### config.mk
export PLATFORM = sky130hd
export DESIGN_NAME = battle_turn_scheduler
export DESIGN_NICKNAME = d
export VERILOG_FILES = /design/src/rtl/battle_turn_scheduler.sv
export SDC_FILE = /design/constraint.sdc
export NUM_CORES = 1
export LEC_CHECK = 0
export CAP_MARGIN = 25
export CELL_PAD_IN_SITES_DETAIL_PLACEMENT = 1
export CELL_PAD_IN_SITES_GLOBAL_PLACEMENT = 1
export CORE_MARGIN = 4
export CORE_UTILIZATION = 44
export DETAILED_ROUTE_END_ITERATION = 7
export PLACE_DENSITY = 0.8
export SLEW_MARGIN = 20
export SYNTH_ARGS = -nofsm -noshare
export SYNTH_HDL_FRONTEND = slang
export SYNTH_SLANG_ARGS = --single-unit
export TNS_END_PERCENT = 20
### constraint.sdc
create_clock -name clk -period 2.9 [get_ports clk]
set_input_delay 0.29 -clock clk [delete_from_list [all_inputs] [get_ports clk]]
set_output_delay 0.29 -clock clk [all_outputs]
set_load 0.02 [all_outputs]
### src/rtl/battle_turn_scheduler.sv
// Turn sequencer for BruteForce: alternates player/CPU attacks, resolves outcomes via LFSR, owns both health bars.
// Optional BF_CRIT_EN: player hits become critical (double damage) when lfsr[15:13] == 3'b111.
module battle_turn_scheduler #(
    parameter int unsigned THINK_CYCLES = 100_000_000,
    parameter logic [15:0] LFSR_SEED    = 16'hACE1
) (
    input  logic       clk,
    input  logic       reset,
    input  logic       key_valid,
    input  logic [3:0] key_code,
    output logic [9:0] p_health,
    output logic [9:0] c_health,
    output logic       player_turn,
    output logic       game_over,
    output logic       player_won,
    output logic [1:0] last_hit
);
    localparam int unsigned CNT_W = (THINK_CYCLES > 1) ? $clog2(THINK_CYCLES) : 1;
    localparam int unsigned DMG_W = 3;

    typedef enum logic [2:0] {P_WAIT, P_APPLY, C_THINK, C_APPLY, OVER} state_t;

    state_t             state_q, state_d;
    logic [15:0]        lfsr_q, lfsr_d;
    logic [CNT_W-1:0]   cnt_q, cnt_d;
    logic               block_q, block_d;
    logic [DMG_W-1:0]   dmg_q, dmg_d;
    logic [1:0]         hit_q, hit_d;
    logic [9:0]         p_health_d, c_health_d;
    logic               player_turn_d, game_over_d, player_won_d;
    logic [1:0]         last_hit_d;
    logic [9:0]         hp_new;
    logic [DMG_W-1:0]   cpu_dmg;

    // Next-state and next-output logic; the player's outcome is latched in P_WAIT and applied in P_APPLY
    always_comb begin
        state_d       = state_q;
        cnt_d         = cnt_q;
        block_d       = block_q;
        dmg_d         = dmg_q;
        hit_d         = hit_q;
        p_health_d    = p_health;
        c_health_d    = c_health;
        player_turn_d = player_turn;
        game_over_d   = game_over;
        player_won_d  = player_won;
        last_hit_d    = last_hit;
        hp_new        = '0;
        cpu_dmg       = '0;
        lfsr_d        = {1'b0, lfsr_q[15:1]} ^ (lfsr_q[0] ? 16'hB400 : 16'h0000);

        case (state_q)
            P_WAIT: begin
                if (key_valid) begin
                    case (key_code)
                        4'd1: begin
                            dmg_d         = DMG_W'(1);
                            hit_d         = 2'b01;
`ifdef BF_CRIT_EN
                            if (lfsr_q[15:13] == 3'b111) begin
                                dmg_d = DMG_W'(2);
                                hit_d = 2'b10;
                            end
`endif
                            state_d       = P_APPLY;
                            player_turn_d = 1'b0;
                        end
                        4'd2: begin
                            if (lfsr_q[0]) begin
                                dmg_d = DMG_W'(2);
                                hit_d = 2'b01;
`ifdef BF_CRIT_EN
                                if (lfsr_q[15:13] == 3'b111) begin
                                    dmg_d = DMG_W'(4);
                                    hit_d = 2'b10;
                                end
`endif
                            end else begin
                                dmg_d = DMG_W'(0);
                                hit_d = 2'b11;
                            end
                            state_d       = P_APPLY;
                            player_turn_d = 1'b0;
                        end
                        4'd3: begin
                            dmg_d         = DMG_W'(0);
                            hit_d         = 2'b00;
                            block_d       = 1'b1;
                            state_d       = P_APPLY;
                            player_turn_d = 1'b0;
                        end
                        default: ;
                    endcase
                end
            end
            P_APPLY: begin
                hp_new     = c_health << dmg_q;
                c_health_d = hp_new;
                last_hit_d = hit_q;
                if (hp_new == 10'd0) begin
                    state_d      = OVER;
                    game_over_d  = 1'b1;
                    player_won_d = 1'b1;
                end else begin
                    cnt_d   = CNT_W'(THINK_CYCLES - 1);
                    state_d = C_THINK;
                end
            end
            C_THINK: begin
                if (cnt_q == '0) state_d = C_APPLY;
                else             cnt_d   = cnt_q - CNT_W'(1);
            end
            C_APPLY: begin
                case (lfsr_q[1:0])
                    2'b00:   begin cpu_dmg = DMG_W'(0); last_hit_d = 2'b11; end
                    2'b11:   begin cpu_dmg = DMG_W'(2); last_hit_d = 2'b01; end
                    default: begin cpu_dmg = DMG_W'(1); last_hit_d = 2'b01; end
                endcase
                // A raised block absorbs one point of the CPU hit
                if (block_q && cpu_dmg != '0) cpu_dmg = cpu_dmg - DMG_W'(1);
                block_d    = 1'b0;
                hp_new     = p_health << cpu_dmg;
                p_health_d = hp_new;
                if (hp_new == 10'd0) begin
                    state_d      = OVER;
                    game_over_d  = 1'b1;
                    player_won_d = 1'b0;
                end else begin
                    state_d       = P_WAIT;
                    player_turn_d = 1'b1;
                end
            end
            OVER: ;
            default: state_d = P_WAIT;
        endcase
    end

    // State and output registers
    always_ff @(posedge clk) begin
        if (reset) begin
            state_q     <= P_WAIT;
            lfsr_q      <= LFSR_SEED;
            cnt_q       <= '0;
            block_q     <= 1'b0;
            dmg_q       <= '0;
            hit_q       <= 2'b00;
            p_health    <= 10'h3FF;
            c_health    <= 10'h3FF;
            player_turn <= 1'b1;
            game_over   <= 1'b0;
            player_won  <= 1'b0;
            last_hit    <= 2'b00;
        end else begin
            state_q     <= state_d;
            lfsr_q      <= lfsr_d;
            cnt_q       <= cnt_d;
            block_q     <= block_d;
            dmg_q       <= dmg_d;
            hit_q       <= hit_d;
            p_health    <= p_health_d;
            c_health    <= c_health_d;
            player_turn <= player_turn_d;
            game_over   <= game_over_d;
            player_won  <= player_won_d;
            last_hit    <= last_hit_d;
        end
    end
endmodule

==> out/results.txt, run 1 <==
utilization after layout: 52.7%
H-tree depth: 3
post-synth net total: 472
fin crit share: 86.9%
Total Routing Usage GR: 20.7%
Placer Congestion: 0.924
Synth top area share: 38.9%
via-per-instance ratio: 5.80
hold path endpoint: lfsr_q[9]$_SDFF_PP0_
clk buf depth: 2
worst min path class: in -> reg
Critical Path End Type: flop
global-route wire length before repair: 17.4 mm
share of the yosys chip area belonging to registers: 38.9%
final net count: 493
Max Clk Rate: 397 MHz
Synth Flop Type: dfxtp_1
total power: 2.52 mW
initial core utilization: 45.1%
n_diodes: 0
final instance area: 4580 um^2
setup TNS: 0 ns
area post-placement: 4300 um^2
Async SR Flop Fraction: 0%
Worst Path Arrival: 2.80 ns
startpoint types: flop
DR WL met2: 4.86 mm
final slew viol count: 0
Hold Slack: 0.346 ns
Via Count: 3,446
reg2reg start: cnt_q[4]$_SDFFE_PP0P_
r2r worst-path depth: 6
wire per inst: 17.4 um
setup slack, reg-to-reg: 0.38 ns
CTS tree: built
max layer used: met4
insertion delay to the later sink of the worst-skew pair: 0.35 ns
commonest cells after routing, fill and taps aside: dfxtp_1 (76), nor2_1 (42), a21oi_1 (34)
Peak supply drop: 0.339 mV
run status: finished clean
DRT antenna net count: 0
placed cells: 577
skew final: 0.0115 ns
initial antenna violation count: 0
HP Start: reset
P&R area growth vs syn: 17.1%
PD cells: 550 nW/um^2
height of the die: 102 um
share of cells above drive strength 1: 10.5%
Cell variety after synth: 59
critical path class: reg -> reg
flip-flop and latch count after synthesis: 76
pre-CTS setup slack: 0.218 ns
final cell count without fillers: 594
Clock transition at path regs: 0.09 ns
Post-synth EDFFs: 0
Tmin final: 2.52 ns
most common cell after layout, fill and taps aside: dfxtp_1
die width: 102 um
clk sinks: 76
Worst EP required: 3.18 ns
DP HPWL: 7.16 mm
Pre-Repair DR Iteration Count: 4
largest net degree at the start of global routing: 62
post-route setup slack: 0.379 ns
worst slew pin tran: 0.872 ns
Worst Hold Depth: 2
Hold Vio Cnt, Final: 0
Num CTS Buffers: 9
RSZ-0062 raised after global routing: no
drt drc: 0
synth warn: 0
met3 wire len: 360 um
Post-Syn Instances: 460
Lkg Pwr: 1.71 nW
max_slew headroom: 41.6%
top cells by area, synth: dfxtp_1 (39%), a21oi_1 (4.4%), nor2_1 (4.0%), xor2_1 (3.1%), nor2b_1 (3.0%)
endpoints failing setup: 0
Clock Tree Root: clkbuf_8
core footprint: 8680 um^2
Syn Area/Cell: 8.50 um^2
die footprint: 10,500 um^2
cell area after synthesis: 3910 um^2
total routed wirelength: 10.3 mm
cell row count: 34
Synth area leader: dfxtp_1
gr ovfl total: 0
vias in the first global route: 3,468
Critical R2R Capture: cnt_q[23]$_SDFFE_PP0P_
Detailed Route Iter0 Violations: 146
port bufs: 31
Max FO, Critical Path: 7
Max-Cap Viols: 0
I/O pin total: 32
DRT met1 WL: 5.02 mm
==> timing repair <==
| item | CTS | global route |
|---|---|---|
| setup buffers | 0 | 0 |
| hold endpoints to repair | 0 | 0 |
| setup endpoints to repair | 0 | 4 |
| gates resized for setup | 0 | 4 |
| hold buffers | 0 | 0 |
==> layout make-up <==
class	count	area, um^2
repair buffers	43	408
well taps	108	135
multi-input cells	341	2250
flip-flops and latches	76	1520
clock inverters	7	105
fillers	1034	4100
clock buffers	9	124
inverters	10	37.5
==> registers in the layout, indices dropped and copies added (netlist names) <==
name,cells
dmg_q,2
cnt_q,27
p_health,10
hit_q,2
player_won,1
c_health,10
player_turn,1
lfsr_q,16
state_q,3
game_over,1
block_q,1
last_hit,2
==> power by group <==
| group | leakage [nW] | internal [mW] | switching, mW | total [mW] |
|---|---|---|---|---|
| logic | 0.978 | 0.183 | 0.251 | 0.434 |
| clock network | 0.113 | 0.500 | 0.436 | 0.936 |
| registers | 0.620 | 1.10 | 0.0504 | 1.15 |
==> metal layers <==
| metal | global-route usage [%] | vias to the layer above |
|---|---|---|
| met1 | 29.4 | 1680 |
| met4 | 4.54 | 0 |
| met2 | 32.4 | 69 |
| met3 | 4.23 | 8 |
| li1 | - | 1689 |
| met5 | 0 | - |
==> critical path, cell delays in order, from the launching register on <==
cell and delay [ns]:
dfxtp_1 0.39, nor4_4 0.41, nand4b_1 0.19, a211oi_2 0.56, nand3_1 0.25, or4_1 0.47, a31oi_1 0.17
==> worst max path at each step <==
stage / to / slack [ns] / start
6_report: cnt_q[23]$_SDFFE_PP0P_ / 0.38 / cnt_q[4]$_SDFFE_PP0P_
5_1_grt: state_q[2]$_SDFFE_PP0P_ / 0.04 / lfsr_q[1]$_SDFF_PP0_
4_1_cts: state_q[2]$_SDFFE_PP0P_ / 0.20 / lfsr_q[1]$_SDFF_PP0_
3_5_place_dp: state_q[2]$_SDFFE_PP0P_ / 0.22 / lfsr_q[1]$_SDFF_PP0_
3_3_place_gp: game_over$_SDFFE_PP0P_ / 0.35 / lfsr_q[1]$_SDFF_PP0_
2_1_floorplan: player_won$_SDFFE_PP0P_ / 0.30 / lfsr_q[0]$_SDFF_PP1_
==> synth_stat cells (7+ instances only) <==
cell type,n
dfxtp_1,76
nor2_1,42
a21oi_1,34
clkbuf_1,28
nand2_1,23
o21ai_0,20
nor2b_1,19
nand3_1,18
nor3_1,17
xor2_1,14
nand2b_1,13
a211oi_1,11
mux2i_1,11
a211o_1,10
inv_1,10
xnor2_1,9
a31oi_1,7
or2_2,7
==> cell families after synthesis <==
| family | synth area share [%] |
|---|---|
| compound gates | 19.3 |
| fa+ha+maj | 1.60 |
| simple gates | 25.9 |
| flops | 38.9 |
| mux | 4.83 |
| buf+inv | 4.26 |
| xor+xnor | 5.15 |
Note: power is estimated with default switching activity, not from simulation.
==> inputs of run 2 (changes only) <==
--- a/config.mk
+++ b/config.mk
@@ -9,9 +9,9 @@
 export CELL_PAD_IN_SITES_DETAIL_PLACEMENT = 1
 export CELL_PAD_IN_SITES_GLOBAL_PLACEMENT = 1
 export CORE_MARGIN = 4
-export CORE_UTILIZATION = 44
+export CORE_UTILIZATION = 47
 export DETAILED_ROUTE_END_ITERATION = 7
-export PLACE_DENSITY = 0.8
+export PLACE_DENSITY = 0.85
 export SLEW_MARGIN = 20
 export SYNTH_ARGS = -nofsm -noshare
 export SYNTH_HDL_FRONTEND = slang
==> constraint.sdc (replaced) <==
create_clock -name clk -period 2.99 [get_ports clk]
set_input_delay 0.299 -clock clk [delete_from_list [all_inputs] [get_ports clk]]
set_output_delay 0.299 -clock clk [all_outputs]
set_load 0.02 [all_outputs]
==> run 2 against run 1 <==
Against the previous run:
- wire length grew 2.2%
- power shrank 8.6%
- combinational power down 4%
- clock skew is 0.0037 ns higher
- clock power is 18% lower
- critical path type unchanged
- critical endpoint is now cnt_q[6]$_SDFFE_PP0P_
- highest routed layer unchanged
==> out/results.txt, run 2 (same netlist as run 1, synthesis figures left out) <==
run status: finished clean
Detailed Route Iter0 Violations: 167
final net count: 490
Biggest register: cnt_q
met1 Track Usage GR: 28.2%
critical path class: reg -> reg
vias in the first global route: 3,632
total power: 2.30 mW
die footprint: 9840 um^2
initial antenna violation count: 0
Worst Path Arrival: 2.96 ns
height of the die: 99.2 um
Max FO, Critical Path: 11
Clock Tree Root: clkbuf_8
Tmin final: 2.75 ns
RSZ-0062 raised after global routing: no
P&R area growth vs syn: 14.9%
n_diodes: 0
startpoint types: flop
global-route wire length before repair: 17.9 mm
largest registers: cnt_q (27), lfsr_q (16)
Via Count: 3,468
grt peak-use layer: met2
post-route setup slack: 0.235 ns
Post CTS Setup Buffer Count: 0
wire per inst: 17.9 um
Pre-Repair DR Iteration Count: 4
die width: 99.2 um
Total Routing Usage GR: 22.3%
Max Clk Rate: 363 MHz
DRT antenna net count: 0
endpoints failing setup: 0
Hold Vio Cnt, Final: 0
area post-placement: 4290 um^2
commonest cells after routing, fill and taps aside: dfxtp_1 (75), nor2_1 (42), a21oi_1 (34)
worst min path class: reg -> reg
via-per-instance ratio: 5.90
I/O pin total: 32
cts hold-fix bufs: 0
gr ovfl total: 0
Critical Path End Type: flop
Max-Cap Viols: 0
share of cells above drive strength 1: 10.1%
Lkg Pwr: 1.67 nW
DP HPWL: 7.57 mm
clk buf depth: 2
initial core utilization: 48.1%
fin crit share: 92.1%
final instance area: 4490 um^2
skew final: 0.0151 ns
GR Util met3: 3.44%
drt drc: 0
core footprint: 8130 um^2
most common cell after layout, fill and taps aside: dfxtp_1
total routed wirelength: 10.6 mm
Num CTS Buffers: 9
Placer Congestion: 0.872
Worst EP required: 3.19 ns
Reg area: 1520 um^2
H-tree depth: 3
cell row count: 33
Clock transition at path regs: 0.09 ns
area occupied by multi-input gates: 2240 um^2
setup TNS: 0 ns
insertion delay to the later sink of the worst-skew pair: 0.35 ns
port bufs: 31
number of flip-flops in the largest register: 27
clk sinks: 76
fill count: 967
largest net degree at the start of global routing: 57
CTS tree: built
Peak supply drop: 0.254 mV
worst slew pin tran: 1.02 ns
post-cts gate resize count: 0
max_slew headroom: 32.1%
final slew viol count: 0
met2 Use GR: 38.8%
PD cells: 512 nW/um^2
pre-CTS setup slack: 0.214 ns
-- run 2: changes by cell type in the layout (fill, tap and decap cells not counted), sizes merged --
cell and change:
clkbuf +2, bufinv -2, inv -1, clkinv +2, buf -3, clkinvlp -1
-- run 2: worst paths after layout --
check,from,endpoint,slack [ns],cells past startpoint
setup / recovery,cnt_q[11]$_SDFFE_PP0P_,cnt_q[6]$_SDFFE_PP0P_,0.24,6
hold / removal,lfsr_q[6]$_SDFF_PP1_,lfsr_q[5]$_SDFF_PP1_,0.42,1
setup reg to reg,cnt_q[11]$_SDFFE_PP0P_,cnt_q[6]$_SDFFE_PP0P_,0.24,6
hold reg to reg,lfsr_q[6]$_SDFF_PP1_,lfsr_q[5]$_SDFF_PP1_,0.42,1
-- run 2: area by class of cell --
cell class	count	area share (%)
multi-input cells	341	49.8
flip-flops and latches	76	33.9
repair buffers	40	8.30
clock buffers	11	3.37
well taps	105	2.92
clock inverters	5	0.891
inverters	10	0.835
-- run 2: worst max-delay path: stages, from the launching register on --
cell	delay [ns]
dfxtp_1	0.37
nor4_1	0.74
nor4bb_1	0.47
a31oi_1	0.43
nand4_1	0.26
xor2_1	0.21
o21ai_0	0.11
-- run 2: where the power goes --
part	switching (mW)	total (mW)	internal, mW
Sequential	0.0508	1.11	1.06
Clock	0.411	0.768	0.356
Combinational	0.245	0.418	0.173
Total	0.708	2.30	1.59
-- run 2: layer usage --
| layer | part of all wire (%) | vias up |
|---|---|---|
| met2 | 50 | 41 |
| li1 | - | 1689 |
| met3 | 2.1 | 16 |
| met4 | 1.5 | 0 |
| met5 | 0 | - |
| met1 | 46 | 1722 |
-- run 2: stage by stage --
stage / cells / hold WS (ns) / utilization (%)
after floorplan: 460 / 0.389 / -
after global placement: 572 / 0.393 / 52.7
after detailed placement: 572 / 0.397 / 52.7
after CTS: 588 / 0.421 / 55.0
after global routing: 588 / 0.436 / 55.2
final: 588 / 0.417 / 55.2
==> inputs of run 3 (changes only) <==
--- a/config.mk
+++ b/config.mk
@@ -11,6 +11,7 @@
 export CORE_MARGIN = 4
 export CORE_UTILIZATION = 47
 export DETAILED_ROUTE_END_ITERATION = 7
+export HOLD_SLACK_MARGIN = 0.02
 export PLACE_DENSITY = 0.85
 export SLEW_MARGIN = 20
 export SYNTH_ARGS = -nofsm -noshare
==> results of run 3 <==
No change in the layout: final DEF, timing and power equal those of run 2.
